**src/rtl/multicycle_ctrl.sv**
```systemverilog
// Control FSM for the multi-cycle RV32I datapath.
// Sequences fetch / decode / execute / memory / writeback, drives the ALU
// control and operand selects, and waits on the memory-ready handshake.
//
// Handshake: a memory access requested in FETCH, MEMREAD or MEMWRITE
// completes in the cycle mem_ready is high. Until then the request strobe
// stays high and the FSM holds. mem_ready is ignored in every other state.
`timescale 1ns/1ps
module multicycle_ctrl #(
    parameter logic [3:0] RESET_STATE = 4'd0
) (
    input  logic       clk,
    input  logic       rst_n,
    input  logic [6:0] opcode,
    input  logic [2:0] funct3,
    input  logic       funct7b5,
    input  logic       zero,
    input  logic       mem_ready,
    output logic       pc_write,
    output logic       ir_write,
    output logic       mem_read,
    output logic       mem_write,
    output logic       reg_write,
    output logic       adr_src,
    output logic [1:0] result_src,
    output logic [1:0] alu_src_a,
    output logic [1:0] alu_src_b,
    output logic [2:0] imm_src,
    output logic [3:0] alu_ctrl,
    output logic       illegal,
    output logic [3:0] dbg_state_o
);

    // State encodings
    localparam logic [3:0] S_FETCH    = 4'd0;
    localparam logic [3:0] S_DECODE   = 4'd1;
    localparam logic [3:0] S_MEMADR   = 4'd2;
    localparam logic [3:0] S_MEMREAD  = 4'd3;
    localparam logic [3:0] S_MEMWB    = 4'd4;
    localparam logic [3:0] S_MEMWRITE = 4'd5;
    localparam logic [3:0] S_EXECR    = 4'd6;
    localparam logic [3:0] S_EXECI    = 4'd7;
    localparam logic [3:0] S_ALUWB    = 4'd8;
    localparam logic [3:0] S_BRANCH   = 4'd9;
    localparam logic [3:0] S_JAL      = 4'd10;
    localparam logic [3:0] S_JALR     = 4'd11;
    localparam logic [3:0] S_LINK     = 4'd12;
    localparam logic [3:0] S_UPPER    = 4'd13;
    localparam logic [3:0] S_TRAP     = 4'd14;

    // Opcodes
    localparam logic [6:0] OP_LOAD   = 7'b0000011;
    localparam logic [6:0] OP_STORE  = 7'b0100011;
    localparam logic [6:0] OP_R      = 7'b0110011;
    localparam logic [6:0] OP_I      = 7'b0010011;
    localparam logic [6:0] OP_BRANCH = 7'b1100011;
    localparam logic [6:0] OP_JAL    = 7'b1101111;
    localparam logic [6:0] OP_JALR   = 7'b1100111;
    localparam logic [6:0] OP_LUI    = 7'b0110111;
    localparam logic [6:0] OP_AUIPC  = 7'b0010111;

    // ALU operation codes
    localparam logic [3:0] ALU_ADD   = 4'b0000;
    localparam logic [3:0] ALU_SUB   = 4'b0001;
    localparam logic [3:0] ALU_AND   = 4'b0010;
    localparam logic [3:0] ALU_OR    = 4'b0011;
    localparam logic [3:0] ALU_XOR   = 4'b0100;
    localparam logic [3:0] ALU_SLT   = 4'b0101;
    localparam logic [3:0] ALU_SLTU  = 4'b0110;
    localparam logic [3:0] ALU_AUIPC = 4'b1000;
    localparam logic [3:0] ALU_LUI   = 4'b1001;
    localparam logic [3:0] ALU_SLL   = 4'b1010;
    localparam logic [3:0] ALU_SRA   = 4'b1011;
    localparam logic [3:0] ALU_SRL   = 4'b1100;

    // Operand select encodings
    localparam logic [1:0] A_PC    = 2'b00;
    localparam logic [1:0] A_OLDPC = 2'b01;
    localparam logic [1:0] A_RS1   = 2'b10;
    localparam logic [1:0] B_RS2   = 2'b00;
    localparam logic [1:0] B_IMM   = 2'b01;
    localparam logic [1:0] B_FOUR  = 2'b10;
    localparam logic [1:0] R_ALUOUT = 2'b00;
    localparam logic [1:0] R_MEM    = 2'b01;
    localparam logic [1:0] R_ALU    = 2'b10;

    logic [3:0] state_q, state_d;
    logic       illegal_q, illegal_d;

    logic       pc_write_c, ir_write_c, mem_read_c, mem_write_c, reg_write_c, adr_src_c;
    logic [1:0] result_src_c, alu_src_a_c, alu_src_b_c;
    logic [2:0] imm_src_c;
    logic [3:0] alu_ctrl_c;

    // funct3 arithmetic decode; allow_sub separates R-type (sub) from I-type (addi)
    function automatic logic [3:0] arith_op(input logic [2:0] f3, input logic f7b5,
                                            input logic allow_sub);
        logic [3:0] op;
        case (f3)
            3'b000:  op = (allow_sub && f7b5) ? ALU_SUB : ALU_ADD;
            3'b001:  op = ALU_SLL;
            3'b010:  op = ALU_SLT;
            3'b011:  op = ALU_SLTU;
            3'b100:  op = ALU_XOR;
            3'b101:  op = f7b5 ? ALU_SRA : ALU_SRL;
            3'b110:  op = ALU_OR;
            default: op = ALU_AND;
        endcase
        return op;
    endfunction

    // State register and sticky illegal flag
    always_ff @(posedge clk or negedge rst_n) begin
        if (!rst_n) begin
            state_q   <= RESET_STATE;
            illegal_q <= 1'b0;
        end else begin
            state_q   <= state_d;
            illegal_q <= illegal_d;
        end
    end

    // Next-state logic
    always_comb begin
        state_d   = state_q;
        illegal_d = illegal_q;
        case (state_q)
            S_FETCH:    state_d = mem_ready ? S_DECODE : S_FETCH;
            S_DECODE: begin
                case (opcode)
                    OP_LOAD, OP_STORE: state_d = S_MEMADR;
                    OP_R:              state_d = S_EXECR;
                    OP_I:              state_d = S_EXECI;
                    OP_BRANCH:         state_d = S_BRANCH;
                    OP_JAL:            state_d = S_JAL;
                    OP_JALR:           state_d = S_JALR;
                    OP_LUI, OP_AUIPC:  state_d = S_UPPER;
                    default:           state_d = S_TRAP;
                endcase
            end
            S_MEMADR:   state_d = (opcode == OP_STORE) ? S_MEMWRITE : S_MEMREAD;
            S_MEMREAD:  state_d = mem_ready ? S_MEMWB : S_MEMREAD;
            S_MEMWB:    state_d = S_FETCH;
            S_MEMWRITE: state_d = mem_ready ? S_FETCH : S_MEMWRITE;
            S_EXECR:    state_d = S_ALUWB;
            S_EXECI:    state_d = S_ALUWB;
            S_ALUWB:    state_d = S_FETCH;
            S_BRANCH:   state_d = (funct3[2:1] == 2'b01) ? S_TRAP : S_FETCH;
            S_JAL:      state_d = S_ALUWB;
            S_JALR:     state_d = S_LINK;
            S_LINK:     state_d = S_FETCH;
            S_UPPER:    state_d = S_ALUWB;
            S_TRAP:     state_d = S_TRAP;
            default:    state_d = S_FETCH;
        endcase
        if (state_d == S_TRAP) begin
            illegal_d = 1'b1;
        end
    end

    // Immediate format from opcode, independent of state
    always_comb begin
        case (opcode)
            OP_STORE:         imm_src_c = 3'b001;
            OP_BRANCH:        imm_src_c = 3'b010;
            OP_JAL:           imm_src_c = 3'b011;
            OP_LUI, OP_AUIPC: imm_src_c = 3'b100;
            default:          imm_src_c = 3'b000;
        endcase
    end

    // Output decode from state (plus funct fields in EXEC*, zero in BRANCH)
    always_comb begin
        pc_write_c   = 1'b0;
        ir_write_c   = 1'b0;
        mem_read_c   = 1'b0;
        mem_write_c  = 1'b0;
        reg_write_c  = 1'b0;
        adr_src_c    = 1'b0;
        result_src_c = R_ALUOUT;
        alu_src_a_c  = A_PC;
        alu_src_b_c  = B_RS2;
        alu_ctrl_c   = ALU_ADD;
        case (state_q)
            S_FETCH: begin
                mem_read_c   = 1'b1;
                alu_src_b_c  = B_FOUR;
                result_src_c = R_ALU;
                ir_write_c   = mem_ready;
                pc_write_c   = mem_ready;
            end
            S_DECODE: begin
                alu_src_a_c = A_OLDPC;
                alu_src_b_c = B_IMM;
            end
            S_MEMADR: begin
                alu_src_a_c = A_RS1;
                alu_src_b_c = B_IMM;
            end
            S_MEMREAD: begin
                adr_src_c  = 1'b1;
                mem_read_c = 1'b1;
            end
            S_MEMWB: begin
                result_src_c = R_MEM;
                reg_write_c  = 1'b1;
            end
            S_MEMWRITE: begin
                adr_src_c   = 1'b1;
                mem_write_c = 1'b1;
            end
            S_EXECR: begin
                alu_src_a_c = A_RS1;
                alu_ctrl_c  = arith_op(funct3, funct7b5, 1'b1);
            end
            S_EXECI: begin
                alu_src_a_c = A_RS1;
                alu_src_b_c = B_IMM;
                alu_ctrl_c  = arith_op(funct3, funct7b5, 1'b0);
            end
            S_ALUWB: reg_write_c = 1'b1;
            S_BRANCH: begin
                alu_src_a_c = A_RS1;
                case (funct3)
                    3'b000: begin alu_ctrl_c = ALU_SUB;  pc_write_c = zero;  end
                    3'b001: begin alu_ctrl_c = ALU_SUB;  pc_write_c = ~zero; end
                    3'b100: begin alu_ctrl_c = ALU_SLT;  pc_write_c = ~zero; end
                    3'b101: begin alu_ctrl_c = ALU_SLT;  pc_write_c = zero;  end
                    3'b110: begin alu_ctrl_c = ALU_SLTU; pc_write_c = ~zero; end
                    3'b111: begin alu_ctrl_c = ALU_SLTU; pc_write_c = zero;  end
                    default: ;
                endcase
            end
            S_JAL: begin
                pc_write_c  = 1'b1;
                alu_src_a_c = A_OLDPC;
                alu_src_b_c = B_FOUR;
            end
            S_JALR: begin
                alu_src_a_c  = A_RS1;
                alu_src_b_c  = B_IMM;
                result_src_c = R_ALU;
                pc_write_c   = 1'b1;
            end
            S_LINK: begin
                alu_src_a_c  = A_OLDPC;
                alu_src_b_c  = B_FOUR;
                result_src_c = R_ALU;
                reg_write_c  = 1'b1;
            end
            S_UPPER: begin
                alu_src_b_c = B_IMM;
                if (opcode == OP_LUI) begin
                    alu_ctrl_c = ALU_LUI;
                end else begin
                    alu_src_a_c = A_OLDPC;
                    alu_ctrl_c  = ALU_AUIPC;
                end
            end
            default: ;
        endcase
    end

    // While reset is held every strobe and select is forced low
    always_comb begin
        pc_write    = rst_n & pc_write_c;
        ir_write    = rst_n & ir_write_c;
        mem_read    = rst_n & mem_read_c;
        mem_write   = rst_n & mem_write_c;
        reg_write   = rst_n & reg_write_c;
        adr_src     = rst_n & adr_src_c;
        result_src  = rst_n ? result_src_c : 2'b00;
        alu_src_a   = rst_n ? alu_src_a_c  : 2'b00;
        alu_src_b   = rst_n ? alu_src_b_c  : 2'b00;
        imm_src     = rst_n ? imm_src_c    : 3'b000;
        alu_ctrl    = rst_n ? alu_ctrl_c   : 4'b0000;
        illegal     = illegal_q;
        dbg_state_o = state_q;
    end

endmodule

```
**config.mk**
```make
export PLATFORM = sky130hd
export DESIGN_NAME = multicycle_ctrl
export DESIGN_NICKNAME = d
export VERILOG_FILES = /design/src/rtl/multicycle_ctrl.sv
export SDC_FILE = /design/constraint.sdc
export NUM_CORES = 1
export LEC_CHECK = 0
export CORE_MARGIN = 2
export CORE_UTILIZATION = 42
export CTS_CLUSTER_SIZE = 25
export DETAILED_ROUTE_END_ITERATION = 6
export PLACE_DENSITY = 0.82
export SLEW_MARGIN = 20
export SYNTH_ARGS = -nofsm -noshare
export SYNTH_HDL_FRONTEND = slang
export SYNTH_SLANG_ARGS = --single-unit
```
**constraint.sdc**
```tcl
create_clock -name clk -period 3.6 [get_ports clk]
set_clock_uncertainty 0.2 [all_clocks]
set_input_delay 1.08 -clock clk [delete_from_list [all_inputs] [get_ports clk]]
set_output_delay 1.08 -clock clk [all_outputs]
set_load 0.005 [all_outputs]
```
==> impl_metrics.yaml, run 1 <==
detailed_routing:
  viasPerCell: 5.71
  postRouteAntennaNets: 0
  wl_per_cell_microns: 14.2
  totalWireLength_microns: 3130
  drt_iter0_drc: 16
  drtPass1Iterations: 4
  vias: 1256
  drc_errors: 0
worst_setup_path:
  cp_slowest_stage_delay_ns: 0.33
  cp.depth: 7
  crit_path_cell_trace: "clkbuf_2, xnor2_2, or3_4, a21oi_2, nor3b_2, nor4b_2, buf_2"
  crit_path_start_kind: "input port"
  ff2ff_path_depth: 5
  rr_endpoint: "dbg_state_o[0]"
  arrival_ns: 2.28
  crit_required_ns: 2.32
  path_max_fanout: 2
  worstReg2RegStart: "dbg_state_o[2]"
  rrSetupSlack_ns: 1.55
  cpLargestDelayFamily: "simple AND/OR/NAND/NOR gates"
  cp-end-kind: "output pin"
  slowest_stage: "or3_4"
  cp_num_buf_inv: 2
  criticalPathCategory: "in -> out"
timing:
  tns_ns: 0
  fin_ws_ns: 0.0399
  timing.final.crit_period_ns: 3.56
  relSlewSlack: 0.706
  max_freq_ghz: 0.281
  finalMaxSlewViolations: 0
  tightest_slew_ns: 0.441
  finalCritPeriodShare: 0.989
  setup_viol: 0
  hold_ws_ns: 0.267
  hold_violations: 0
  rsz0062_at_grt: "yes"
placed_design:
  post_dp_cell_area_sq_um: 1440
  place_congestion: 0.901
  numPortBuffers: 38
  place_ws_ns: -0.669
  hpwl_microns: 2360
  dp_cells: 213
cells_and_area:
  final_util: 0.778
  layout.nets: 209
  syn_to_final_growth_pct: 72.1
  final_cell_mix: "buf_4 (26), clkdlybuf4s50_1 (16), nand2_1 (15), nor2_1 (12), dlygate4sd2_1 (11)"
  final_common_cell: "buf_4"
  stdcell_count: 220
  n_fill_cell: 157
  multiInputGateArea_sq_um: 778
  drive_gt1_frac: 0.285
  n_antenna_cell: 0
  regArea_sq_um: 125
  design_area_sq_um: 1540
yosys:
  synth.top_cells.by_area: "dfrtp_1 (14%), nand2_1 (6.7%), nor2_1 (5.9%)"
  synth-edff-count: 0
  async_flop_share: 1.00
  synth_ff_type: "dfrtp_1"
  synth_top_area_cell: "dfrtp_1"
  ys_warn_count: 0
  seq_area_frac_synth: 0.140
  syn_area_per_cell_sq_um: 6.74
  netlist_area_sq_um: 896
  synth_top_area_share: 0.140
  synth-seq-cells: 5
  synthCells: 133
  syn-num-nets: 148
  ys_types: 43
global_route:
  grt-ovfl-total: 0
  antenna_found_initial: 0
  grt_use_total: 0.254
  grt_pass1_wl_microns: 5020
  grt_pass1_vias: 1155
  grt_max_degree: 14
clock_tree:
  clkSlewWorstSetupHoldPaths_ns: 0.05
  cts_buffer_depth: 2
  clock_latency_ns: 0.25
  cts_root_buffer: "clkbuf_4"
  numCtsBuffers: 3
  cts_tree: "built"
  cts.sinks: 5
  h-tree-depth: 1
floorplanning:
  die_h_microns: 50.2
  die_w_microns: 50.2
  die-area_sq_um: 2520
  core_region_area_sq_um: 1980
  start_util: 0.452
  rows: 16
  io_pins: 39
pwr:
  p_sw_frac: 0.469
  seqPwrFrac: 0.177
  power_mw: 0.739
  p_leak_nw: 0.692
  p_switching_mw: 0.346
  internal_power_mw: 0.393
  vdd.ir_drop.worst_mv: 0.341
  pwr-share-clk: 0.089
  p_comb_frac: 0.734
  powerDensity_nw_per_um2: 480
worst_hold_path:
  hold-path-cell-count: 1
  min_path_type: "reg -> reg"
  holdCritStartpoint: "illegal"
  min_to: "illegal"
outcome:
  status: "complete, no violations"
flow_run:
  cap_violations: 0
final cells by class:
| type | count | share of cell area |
|---|---|---|
| multi-input combinational | 113 | 0.505 |
| timing repair buffer | 66 | 0.362 |
| sequential | 5 | 0.0812 |
| tap | 27 | 0.0219 |
| clock buffer | 3 | 0.0146 |
| inverter | 5 | 0.0122 |
| clock inverter | 1 | 0.00325 |
cells by family after synthesis:
family                 Yosys count  synth area share
multiplexers                     2            0.0237
AND/OR/NAND/NOR                 73             0.471
buffers and inverters           15            0.0824
AO/OA/AOI/OAI                   33             0.235
XOR/XNOR                         5            0.0489
flip-flops                       5             0.140
sequential cells by signal (all words and copies together) (netlist names):
name and count:
illegal 1, dbg_state_o 4
per-layer routing:
metal  part of all wire  global-route usage  up-vias
met4              0.011              0.0787        0
met1               0.39               0.271      600
met5                  0                   0        -
li1                   -                   -      599
met3              0.049              0.0506        4
met2               0.55               0.489       53
cells in the mapped netlist, types with 5 or more instances:
library cell,instances
nand2b_1,7
o21ai_0,9
inv_1,5
nand2_1,16
nor2_1,14
a21oi_1,7
nand3_1,7
dfrtp_1,5
buf_2,5
worst reg2reg max path: cells and delay by family (launching register included):
| kind | cells | cell delay [ns] |
|---|---|---|
| simple gates | 3 | 0.85 |
| compound gates | 1 | 0.12 |
| flops | 1 | 0.53 |
| buf+inv | 1 | 0.25 |
what timing repair did:
action / in CTS / in global routing
setup buffers: 3 / 0
pin swaps: 10 / 11
resized for setup: 46 / 18
setup endpoints to repair: 19 / 13
hold buffers: 0 / 0
gates cloned: 0 / 0
power by group through the flow:
stage	registers [mW]	clock network (mW)	logic (mW)
after floorplan	0.0906	0	0.324
after global placement	0.124	0	0.494
after detailed placement	0.124	0	0.507
after CTS	0.125	0.0672	0.514
after global routing	0.137	0.0753	0.582
final	0.131	0.0654	0.543
how the worst max path moves through the flow:
| stage | from | end | slack [ns] |
|---|---|---|---|
| after detailed placement | funct3[0] | pc_write | -0.67 |
| final | funct3[0] | pc_write | 0.04 |
| after global routing | funct3[0] | pc_write | -0.06 |
| after CTS | funct3[0] | pc_write | -0.15 |
| after global placement | funct3[0] | pc_write | -0.63 |
| after floorplan | funct3[0] | pc_write | 0.24 |
No activity file was read; power rests on OpenSTA's default activity.
==> run 2: changes to the inputs <==
--- a/config.mk
+++ b/config.mk
@@ -9,7 +9,7 @@
 export CORE_UTILIZATION = 42
 export CTS_CLUSTER_SIZE = 25
 export DETAILED_ROUTE_END_ITERATION = 6
-export PLACE_DENSITY = 0.82
+export PLACE_DENSITY = 0.8
 export SLEW_MARGIN = 20
 export SYNTH_ARGS = -nofsm -noshare
 export SYNTH_HDL_FRONTEND = slang
==> run 2 against run 1 <==
Effect of this change: die area did not move; critical path depth shrank 1; sequential power is essentially flat; total power is 1.0% lower; via count is 1.8% higher; fmax up 0.24%; highest routed layer unchanged.
==> impl_metrics.yaml, run 2 (same netlist as run 1, synthesis figures left out) <==
worst_setup_path:
  criticalPathCategory: "in -> out"
  ff2ff_path_depth: 6
  path_max_fanout: 2
  crit_path_start_kind: "input port"
  crit_required_ns: 2.32
  rrSetupSlack_ns: 1.64
  arrival_ns: 2.27
  cp-end-kind: "output pin"
detailed_routing:
  viasPerCell: 5.78
  routedLengthMet1_microns: 1220
  drc_errors: 0
  met3_length_microns: 194
  vias: 1278
  met2_length_microns: 1660
  highest_layer: "met4"
  wl_per_cell_microns: 14.3
  drtPass1Iterations: 4
  totalWireLength_microns: 3160
  drt_iter0_drc: 49
  postRouteAntennaNets: 0
placed_design:
  dp_cells: 213
  place_ws_ns: -0.680
  place_congestion: 0.855
  hpwl_microns: 2290
  numPortBuffers: 38
  post_dp_cell_area_sq_um: 1440
timing:
  hold_violations: 0
  hold_ws_ns: 0.291
  timing.final.crit_period_ns: 3.55
  relSlewSlack: 0.648
  setup_viol: 0
  rsz0062_at_grt: "no"
  tightest_slew_ns: 0.524
  tns_ns: 0
  max_freq_ghz: 0.282
  finalMaxSlewViolations: 0
  finalCritPeriodShare: 0.987
  fin_ws_ns: 0.0485
clock_tree:
  cts_buffer_depth: 2
  clkSlewWorstSetupHoldPaths_ns: 0.04
  cts.sinks: 5
  clock_latency_ns: 0.26
  cts-hold-fix-buffers: 0
  cts_tree: "built"
  numCtsBuffers: 3
  h-tree-depth: 1
  cts_root_buffer: "clkbuf_4"
pwr:
  vdd.ir_drop.worst_mv: 0.283
  p_leak_nw: 0.705
  power_mw: 0.732
  powerDensity_nw_per_um2: 482
floorplanning:
  rows: 16
  die-area_sq_um: 2520
  core_region_area_sq_um: 1980
  io_pins: 39
  die_h_microns: 50.2
  die_w_microns: 50.2
  start_util: 0.452
cells_and_area:
  final_cell_mix: "buf_4 (27), nand2_1 (15), clkdlybuf4s50_1 (15), dlygate4sd2_1 (12), nor2_1 (11)"
  largest_reg_flops: 4
  design_area_sq_um: 1520
  syn_to_final_growth_pct: 69.3
  stdcell_count: 221
  n_fill_cell: 138
  drive_gt1_frac: 0.289
  n_antenna_cell: 0
  final_common_cell: "buf_4"
  layout.nets: 210
  final_util: 0.765
outcome:
  status: "complete, no violations"
global_route:
  grt_use_total: 0.264
  grt_pass1_vias: 1212
  grt_max_degree: 13
  grt-ovfl-total: 0
  antenna_found_initial: 0
  grt_pass1_wl_microns: 5240
worst_hold_path:
  hold-path-cell-count: 1
  min_path_type: "reg -> reg"
flow_run:
  cap_violations: 0
==> run 2: critical path, stage by stage <==
cell,delay [ns]
clkdlybuf4s15_1,0.21
or3_4,0.38
a21oi_2,0.14
nor3b_2,0.06
nor4b_2,0.25
buf_2,0.15
==> run 2: area by class of cell <==
type	count	area [sq um]	area share
multi-input combinational	113	751	0.495
timing repair buffer	67	562	0.370
sequential	5	125	0.0825
tap	27	33.8	0.0223
clock buffer	4	26.3	0.0173
inverter	5	18.8	0.0124
==> run 2: path summary, 6_finish.rpt <==
| kind | endpoint | startpoint |
|---|---|---|
| setup reg to reg | illegal | dbg_state_o[1] |
| hold reg to reg | illegal | illegal |
| hold / removal | illegal | illegal |
| setup / recovery | pc_write | funct3[1] |
| max in group asynchronous | dbg_state_o[1] | rst_n |
| min in group asynchronous | dbg_state_o[0] | rst_n |
==> run 2: report_power, final <==
group,internal [mW],leakage (nW),switching [mW]
Clock,0.0423,0.0150,0.0298
Sequential,0.0749,0.0602,0.0543
Combinational,0.273,0.630,0.257
==> run 2: what timing repair did <==
item                                    in CTS  in global routing
endpoints found under the setup margin      19                  7
pin swaps                                   11                  6
buffers inserted                             4                  0
gates resized for setup                     46                 16
gates cloned                                 0                  0
==> run 2: per-layer routing <==
layer / up-vias / track usage
li1: 609 / -
met1: 588 / 0.279
met2: 71 / 0.518
met3: 10 / 0.0268
met4: 0 / 0.111
met5: - / 0
